`config.mk`:
```
export PLATFORM = sky130hd
export DESIGN_NAME = mips_boot_loader
export DESIGN_NICKNAME = d
export VERILOG_FILES = /design/src/rtl/mips_boot_loader.sv
export SDC_FILE = /design/constraint.sdc
export NUM_CORES = 1
export LEC_CHECK = 0
export ABC_AREA = 1
export CAP_MARGIN = 20
export CORE_MARGIN = 5
export CORE_UTILIZATION = 40
export DETAILED_ROUTE_END_ITERATION = 7
export PLACE_DENSITY = 0.63
export SLEW_MARGIN = 20
export SYNTH_ARGS = -nofsm -noshare
export SYNTH_HDL_FRONTEND = slang
export SYNTH_SLANG_ARGS = --single-unit
```
`constraint.sdc`:
```
create_clock -name clk -period 2.45 [get_ports clk]
set_clock_uncertainty 0.05 [all_clocks]
set_input_delay 0.49 -clock clk [delete_from_list [all_inputs] [get_ports clk]]
set_output_delay 0.49 -clock clk [all_outputs]
set_load 0.005 [all_outputs]
```
`src/rtl/mips_boot_loader.sv`:
```
// Boot loader: receives a byte stream over valid/ready, packs bytes into
// 32-bit words, writes them to instruction memory, then releases the core.
// Ports:
//   clk, reset (async active-low)
//   start, word_count             load request and word count
//   byte_valid, byte_data         byte stream in
//   byte_ready                    loader accepts a byte this cycle
//   imem_we, imem_addr, imem_wdata instruction-memory write port
//   cpu_reset                     active-low reset to the core
//   busy, done, err, checksum     status
module mips_boot_loader #(
    parameter int ADDR_W     = 10,
    parameter bit BIG_ENDIAN = 1'b1
) (
    input  logic              clk,
    input  logic              reset,
    input  logic              start,
    input  logic [ADDR_W:0]   word_count,
    input  logic              byte_valid,
    input  logic [7:0]        byte_data,
    output logic              byte_ready,
    output logic              imem_we,
    output logic [ADDR_W-1:0] imem_addr,
    output logic [31:0]       imem_wdata,
    output logic              cpu_reset,
    output logic              busy,
    output logic              done,
    output logic              err,
    output logic [31:0]       checksum
);

    typedef enum logic [2:0] {
        S_IDLE,
        S_RECV,
        S_WRITE,
        S_DONE,
        S_ERROR
    } state_t;

    localparam logic [ADDR_W:0] MAX_N = {1'b1, {ADDR_W{1'b0}}};

    state_t          r_state;
    state_t          w_state_nxt;
    logic [ADDR_W:0] r_n;
    logic [ADDR_W:0] r_cnt;
    logic [1:0]      r_idx;
    logic [31:0]     r_word;
    logic [31:0]     w_pack;
    logic [1:0]      w_lane;
    logic            w_hs;
    logic            w_ready;
    logic            w_busy;
    logic            w_we;
    logic            w_done;
    logic            w_err;

    assign w_hs   = byte_valid & byte_ready & (r_state == S_RECV);
    // Big-endian puts the first byte in the top lane.
    assign w_lane = BIG_ENDIAN ? ~r_idx : r_idx;

    always_comb begin
        w_pack = r_word;
        w_pack[{w_lane, 3'b000} +: 8] = byte_data;
    end

    // Next-state logic
    always_comb begin
        w_state_nxt = r_state;
        case (r_state)
            S_IDLE: begin
                if (start) begin
                    if (word_count == '0)
                        w_state_nxt = S_DONE;
                    else if (word_count > MAX_N)
                        w_state_nxt = S_ERROR;
                    else
                        w_state_nxt = S_RECV;
                end
            end
            S_RECV: begin
                if (w_hs && r_idx == 2'd3)
                    w_state_nxt = S_WRITE;
            end
            S_WRITE: begin
                if (r_cnt + 1'b1 == r_n)
                    w_state_nxt = S_DONE;
                else
                    w_state_nxt = S_RECV;
            end
            S_DONE:  w_state_nxt = S_DONE;
            S_ERROR: w_state_nxt = S_ERROR;
            default: w_state_nxt = S_IDLE;
        endcase
    end

    // Output decode from the next state, so registered outputs line up
    // with the state they describe.
    always_comb begin
        w_ready = (w_state_nxt == S_RECV);
        w_busy  = (w_state_nxt == S_RECV) || (w_state_nxt == S_WRITE);
        w_we    = (w_state_nxt == S_WRITE);
        w_done  = (w_state_nxt == S_DONE);
        w_err   = (w_state_nxt == S_ERROR);
    end

    // State, datapath and registered outputs
    always_ff @(posedge clk or negedge reset) begin
        if (!reset) begin
            r_state    <= S_IDLE;
            r_n        <= '0;
            r_cnt      <= '0;
            r_idx      <= '0;
            r_word     <= '0;
            byte_ready <= 1'b0;
            imem_we    <= 1'b0;
            imem_addr  <= '0;
            imem_wdata <= '0;
            cpu_reset  <= 1'b0;
            busy       <= 1'b0;
            done       <= 1'b0;
            err        <= 1'b0;
            checksum   <= '0;
        end else begin
            r_state    <= w_state_nxt;
            byte_ready <= w_ready;
            imem_we    <= w_we;
            busy       <= w_busy;
            done       <= w_done;
            cpu_reset  <= w_done;
            err        <= w_err;
            case (r_state)
                S_IDLE: begin
                    if (start) begin
                        r_n       <= word_count;
                        r_cnt     <= '0;
                        r_idx     <= '0;
                        r_word    <= '0;
                        imem_addr <= '0;
                    end
                end
                S_RECV: begin
                    if (w_hs) begin
                        r_word <= w_pack;
                        r_idx  <= r_idx + 2'd1;
                        if (r_idx == 2'd3)
                            imem_wdata <= w_pack;
                    end
                end
                S_WRITE: begin
                    checksum <= checksum + imem_wdata;
                    r_cnt    <= r_cnt + 1'b1;
                    // Hold the last address so imem_addr never wraps.
                    if (w_state_nxt == S_RECV)
                        imem_addr <= imem_addr + 1'b1;
                end
                default: ;
            endcase
        end
    end

endmodule
```
; Word level (Yosys, flattened, before mapping)
; Index checks and enable logic that the tools add are counted.
; Widths: inputs -> output; s select.
[totals]
word_cells = 66
input_bits = 23
reg_bits = 138
[op_classes]
n_lt_le_gt_ge = 1
shift = 2
reduce_logical = 11
bitwise_logic = 3
eq_ne = 13
addsub = 5
mux = 18
[op_table]
columns = operator, count
row1 = $mux 32, 2
row2 = $pmux 32 s2, 1
row3 = $add 32x32->32, 1
row4 = $bwmux 32, 1
row5 = $shift 8x7->32 const A, 1
row6 = $shiftx 8x7->32, 1
row7 = $pmux 11 s2, 1
row8 = $mux 10, 2
row9 = $pmux 10 s2, 1
row10 = $pmux 3 s5, 1
row11 = $eq 3x2->1 const B, 4
row12 = $mux 3, 4
row13 = $add 11x1->11 const B, 1
row14 = $eq 11x11->1, 1
row15 = $gt 11x11->1 const B, 1
row16 = $logic_not 11->1, 1
row17 = $mux 11, 1
row18 = $add 10x1->10 const B, 1
row19 = $reduce_and 3->1, 3
row20 = $neg 5->7, 1
row21 = $eq 3x1->1 const B, 2
row22 = $eq 3x3->1 const B, 2
row23 = $mux 2, 3
row24 = $ne 2x2->1 const B, 3
row25 = 10 further kinds, 13

; Depth between registers and ports, before layout
; Gate-level depths: netlist of the first run.
[depth]
ltp_word = 8
mapped_depth = 15
mapped_depth_nobuf = 15

; Worst setup path after synthesis of the first run
; No wires, ideal clock.
[synth_path]
path_type = reg2reg
start = register imem_wdata[0]
end = register checksum[14]
slack_ns = 0.302
required_time_ns = 2.318
setup_ns = 0.082
path_buffers = 0
path_stages_with_launch = 10
t_arrival_ns = 2.016
synth_period_minus_slack_ns = 2.148
path_cell_list = dfrtp_1 > ha_1 > inv_1 > fa_1 > o21ai_2 > a21oi_1 > o21ai_0 > inv_1 > or2_2 > a31oi_1
[synth_via]
elab_chain_cells = 1
[synth_lines]
columns = element, line
row1 = start: declaration, 24  ; output logic [31:0] imem_wdata,
row2 = start signal: assignment, 146  ; imem_wdata <= w_pack;
row3 = $add 32x32->32, 150  ; checksum <= checksum + imem_wdata;
row4 = end signal: assignment, 150
row5 = end: declaration, 29  ; output logic [31:0] checksum
; No other way between the ends.
; A chain may end at the register's enable or synchronous reset.

; Worst setup path after layout of the first run
[layout_path]
start = register imem_wdata[0]
end = register checksum[16]
; The elaborated chain is that of the path after synthesis.

==> out/qor.csv, run 1 <==
metric,value,unit
core-area,0.0202,sq mm
fp.dieW,153,um
detail-route-antenna-nets,0,
grt.total_usage,20.9,%
port-buffer-count,102,
power.density_cell_area,641,mW/mm^2
synth.avg_cell_area,7.53,sq um
grt_remaining_overflow,0,
cts.path.max_buffers,2,
final_hold_viol_count,0,
rsz0062_at_grt,no,
run_status,"finished, final reports clean",
boundaryPins,103,
synth_top_family_by_area,simple AND/OR/NAND/NOR gates,
timing.critical_path.buf_inv,1,
average_wire_per_standard_cell,16.3,um
grt_first_pass_wirelength,39700,um
drt_iter0_drc,711,
ys_seq_area_share,42.3,%
yosys_warnings,0,
yosysMostFrequentCell,nand2_1,
cts.clk_slew.worst_paths,0.07,ns
timing.final.max_slew_violations,0,
netlist_area,0.00816,sq mm
multi_input_comb_area,0.00411,sq mm
fillers,1967,
placement_rows,52,
insertedDiodeCount,0,
drtPass1Iterations,7,
tritoncts_num_sinks,138,
die_height,153,um
achievable-frequency,0.438,GHz
post-dp-hpwl,18800,um
tritoncts.num_buffers,17,
synth_top_area_cell,dfrtp_1,
detail_route.wirelength,24300,um
worst_hold_path_type,reg -> reg,
cp_delay_by_family_top,compound AO/OA/AOI/OAI gates,
cp_data_arrival_time,2.59,ns
vias_per_cell,5.15,
vdd_ir_drop_max,0.456,mV
layout_min_cycle_time,2.28,ns
seqCellArea,0.00345,sq mm
vias_in_the_first_global_route,7349,
worstSetupEndpointType,flop,
nNetsFinal,1272,
post_cts.repair.setup_buffers,0,
clock-root-buffer,clkbuf_16,
initial_utilization,40.4,%
basic_gate_share_of_the_synthesized_area_counting_and_or_nand_and_nor_cells,27.7,%
grt_max_degree,55,
insertion_delay,0.43,ns
worst-slew-pin-transition,0.545,ns
cts_tree,built,
final_layout_size_suffix_gt1_share,8.59,%
ys_async_sr_fraction,100,%
synthDominantCellAreaShare,42.3,%
ys.flop_type,dfrtp_1,
timing.critical_path.slowest_stage_cell,fa_1,
maxSlewHeadroom,63.7,%
synth.cells.most_frequent,"nand2_1, dfrtp_1, inv_1",
detailroute.via_count,7686,
timing.critical_path.slowest_cell_delay,0.42,ns
syn_inst,1084,
setup_viol,0,
die_area,0.0234,sq mm
syn-num-nets,1146,
synth.lib_cells_used.distinct,42,
crit_fanout,4,
grt_antenna_before_repair,0,
final_min_period_over_clock_period,93.2,%
path_class,reg -> reg,
power,0.00659,W
gpl.final_weighted_congestion,0.952,
synth-seq-cells,138,
total_number_of_h_tree_levels,4,
synth_xor_xnor_area_share,2.25,%
synth_compound_gate_area_share,14.3,%
drc_errors,0,
totalNegativeSetupSlack,0,ns
synth.area.top_cells,"dfrtp_1, nand2_1, ha_1, inv_1, o21ai_0",
category_of_the_worst_setup_path_launch_point,flop,
power.leakage,4.83,nW
crit_required,2.75,ns
post_synth_mux_area_share,0,%
maxCapViolations,0,
critical_path.cell_chain,"ha_1, inv_1, fa_1, o21ai_2, a21oi_1, o21ai_2, a21oi_1, or2_2, a31oi_1",
area.growth.synth_to_final,26.2,%
post_synth_edffs,0,
finalHoldWorstSlack,0.456,ns
yosys.area_share.adder,6.07,%
## timing repair
action,in CTS,in global routing
gates resized for setup,0,6
endpoints found under the hold margin,18,0
hold buffers,1,0
setup endpoints to repair,0,11
## where the power goes
group          switching (W)  total (W)  internal (W)
clock                0.00116    0.00252       0.00136
sequential          0.000139    0.00260       0.00246
combinational       0.000963    0.00147      0.000506
total                0.00227    0.00659       0.00433
## routing by layer
layer,track usage (%),part of all wire [%]
met4,4.67,1.3
met3,3.03,5.7
met5,0,0
met2,31.3,44
met1,32.1,49
## final timing paths
path	slack [ns]	cells after the start	start	end
min in group asynchronous	0.54	2	reset	imem_wdata[29]
setup reg to reg	0.17	9	imem_wdata[0]	checksum[16]
hold / removal	0.46	2	r_n[6]	r_n[6]
setup / recovery	0.17	9	imem_wdata[0]	checksum[16]
hold reg to reg	0.46	2	r_n[6]	r_n[6]
max in group asynchronous	1.14	3	reset	r_n[3]
## registers in the layout, indices dropped and copies added (netlist names)
register / cells
checksum: 32
r_n: 11
r_cnt: 11
r_word: 32
imem_addr: 10
imem_we: 1
byte_ready: 1
imem_wdata: 32
err: 1
done: 1
r_idx: 2
r_state: 3
busy: 1
## cell usage in the layout (no fill, tap or decap), types with 10 or more instances in the layout
master,n
xnor2_1,12
o22ai_1,52
nand4_1,15
nand3_1,53
buf_4,29
a21oi_1,42
clkdlybuf4s50_1,101
inv_1,124
nand3b_1,10
dfrtp_1,138
nand2_1,335
o21ai_0,83
clkbuf_16,17
ha_1,38
nor2_1,63
## through the flow
step,std cells,utilization [%],instance area [sq um],setup slack [ns]
global route,1493,51.0,10300,0.000605
finish,1493,51.0,10300,0.166
detailed placement,1460,48.1,9700,0.0584
floorplan,1084,-,8160,0.302
CTS,1493,51.0,10300,0.0963
global placement,1460,48.1,9700,0.111
## cell type report
type	instances	share of cell area [%]
multi-input cells	786	39.9
flip-flops and latches	138	33.6
repair buffers	136	12.9
inverters	131	4.78
clock buffers	17	4.13
well taps	270	3.28
clock inverters	15	1.43
## worst reg2reg max path: stages (launching register included)
cell	delay (ns)
dfrtp_1	0.36
ha_1	0.15
inv_1	0.07
fa_1	0.42
o21ai_2	0.17
a21oi_1	0.14
o21ai_2	0.27
a21oi_1	0.17
or2_2	0.30
a31oi_1	0.13
## logic make-up after synthesis
logic type	count (synthesis)
compound gates	207
simple gates	519
flops	138
fa+ha+maj	39
xor+xnor	21
buf+inv	160
(Power assumes the default switching activity.)
==> inputs of run 2 (changes only) <==
--- a/config.mk
+++ b/config.mk
@@ -9,8 +9,10 @@
 export CAP_MARGIN = 20
 export CORE_MARGIN = 5
 export CORE_UTILIZATION = 40
+export CTS_CLUSTER_SIZE = 8
 export DETAILED_ROUTE_END_ITERATION = 7
 export PLACE_DENSITY = 0.63
+export SETUP_SLACK_MARGIN = 0.4
 export SLEW_MARGIN = 20
 export SYNTH_ARGS = -nofsm -noshare
 export SYNTH_HDL_FRONTEND = slang
==> out/qor.csv, run 2 (synthesis gave the netlist of run 1 again) <==
metric,value,unit
placed_cell_area,0.00972,sq mm
non_filler_cell_area_final,0.0115,sq mm
maxSlewHeadroom,56.3,%
total_number_of_h_tree_levels,4,
cts_tree,built,
insertedDiodeCount,0,
drtPass1Iterations,6,
grt_first_pass_wirelength,40800,um
cpMostUsedCell,o21ai_4,
totalNegativeSetupSlack,0,ns
power.leakage,5.20,nW
run_status,"finished, violations left",
vdd_ir_drop_max,0.532,mV
layout.cells.most_common,nand2_1,
critical_path.cell_chain,"ha_2, inv_2, fa_2, o21ai_4, a21oi_4, o21ai_4, nand3_1, nand3_2, xnor2_1, o21ai_0",
grt.total_usage,21.8,%
worst-slew-pin-transition,0.656,ns
cts.clk_slew.worst_paths,0.07,ns
cts.path.max_buffers,2,
final_core_util,57.0,%
timing.final.max_slew_violations,0,
area.growth.synth_to_final,40.8,%
final_layout_size_suffix_gt1_share,23.5,%
detailroute.via_count,7935,
gpl.final_weighted_congestion,0.946,
cp_data_arrival_time,2.39,ns
violations,hold timing,
timing.critical_path.slowest_stage_cell,fa_2,
crit_required,2.71,ns
most-common-layout-cells,"nand2_1, dfrtp_1, inv_1, clkdlybuf4s50_1, o21ai_0",
rsz0062_at_grt,yes,
power,0.00681,W
placement_rows,52,
tritoncts.num_buffers,17,
timing.critical_path.slowest_cell_delay,0.37,ns
core-area,0.0202,sq mm
category_of_the_worst_setup_path_launch_point,flop,
nNetsFinal,1307,
pre_cts_ws,0.0171,ns
path_class,reg -> reg,
post-dp-hpwl,19200,um
tritoncts_num_sinks,138,
clock-root-buffer,clkbuf_16,
power.density_cell_area,593,mW/mm^2
drc_errors,0,
grt_max_degree,65,
finalHoldWorstSlack,-0.00748,ns
achievable-frequency,0.468,GHz
worst_hold_path_type,in -> async,
insertion_delay,0.43,ns
grt_antenna_before_repair,0,
final_hold_viol_count,8,
die_area,0.0234,sq mm
drt_iter0_drc,610,
layout_min_cycle_time,2.14,ns
boundaryPins,103,
average_wire_per_standard_cell,17.2,um
cp_delay_by_family_top,compound AO/OA/AOI/OAI gates,
port-buffer-count,102,
crit_fanout,4,
grt_remaining_overflow,0,
largestRegisters,"checksum: 32 flops, imem_wdata: 32 flops, r_word: 32 flops",
vias_per_cell,5.19,
final_min_period_over_clock_period,87.2,%
postLayoutSetupSlackWorst,0.314,ns
fp.dieW,153,um
detail-route-antenna-nets,0,
die_height,153,um
initial_utilization,40.4,%
worstSetupEndpointType,flop,
setup_viol,0,
maxCapViolations,0,
detail_route.wirelength,26300,um
vias_in_the_first_global_route,7606,
timing.critical_path.buf_inv,1,
==> run 2: cell count changes in the layout (fill, tap and decap cells not counted), moves of 11 or more <==
cell	delta
dfrtp_1	-12
a21oi_2	+21
dfrtp_2	+12
ha_1	-29
buf_4	+25
o21ai_0	-14
nand2_1	-36
ha_4	+24
a21oi_1	-27
nor2_1	-11
nand2_2	+32
==> run 2: repair_timing <==
action	in CTS	in global routing
buffers inserted	12	21
hold buffers	0	0
gates resized for setup	78	143
gates cloned	2	0
pin swaps	12	53
setup endpoints to repair	94	100
==> run 2: final cells by class <==
class                   instances  area [sq um]
clock buffers                  17           425
fillers                      1836          8680
well taps                     270           338
inverters                     131           493
clock inverters                15           154
multi-input cells             788          4990
repair buffers                169          1620
flip-flops and latches        138          3470
==> run 2: layer usage <==
layer	vias to the layer above	wire, um	part of all wire, %	GRT usage, %
met5	-	0	0	0
met2	244	11800	45	32.8
met4	0	609	2.3	7.47
li1	3901	-	-	-
met3	39	1390	5.3	3.39
met1	3751	12500	48	32.0
==> run 2: where the power goes <==
group	internal (W)	switching (W)	total [W]	leakage (nW)
logic	0.000585	0.00103	0.00162	3.05
registers	0.00246	0.000151	0.00262	1.88
clock network	0.00144	0.00114	0.00258	0.282
==> run 2: final timing paths <==
check	slack, ns	startpoint	endpoint	cells past startpoint
min	-0.007	reset	r_word[31]	1
max	0.31	imem_wdata[0]	checksum[24]	10
min in group clk	0.47	r_n[6]	r_n[6]	2
max in group asynchronous	1.65	reset	checksum[4]	2
min reg2reg	0.47	r_n[6]	r_n[6]	2
max reg2reg	0.31	imem_wdata[0]	checksum[24]	10
==> run 2: through the flow <==
stage	instances	hold slack, ns
3_5_place_dp	1461	0.456
4_1_cts	1507	0.0311
2_1_floorplan	1084	0.144
3_3_place_gp	1461	0.437
6_report	1528	-0.00748
5_1_grt	1528	0.0390
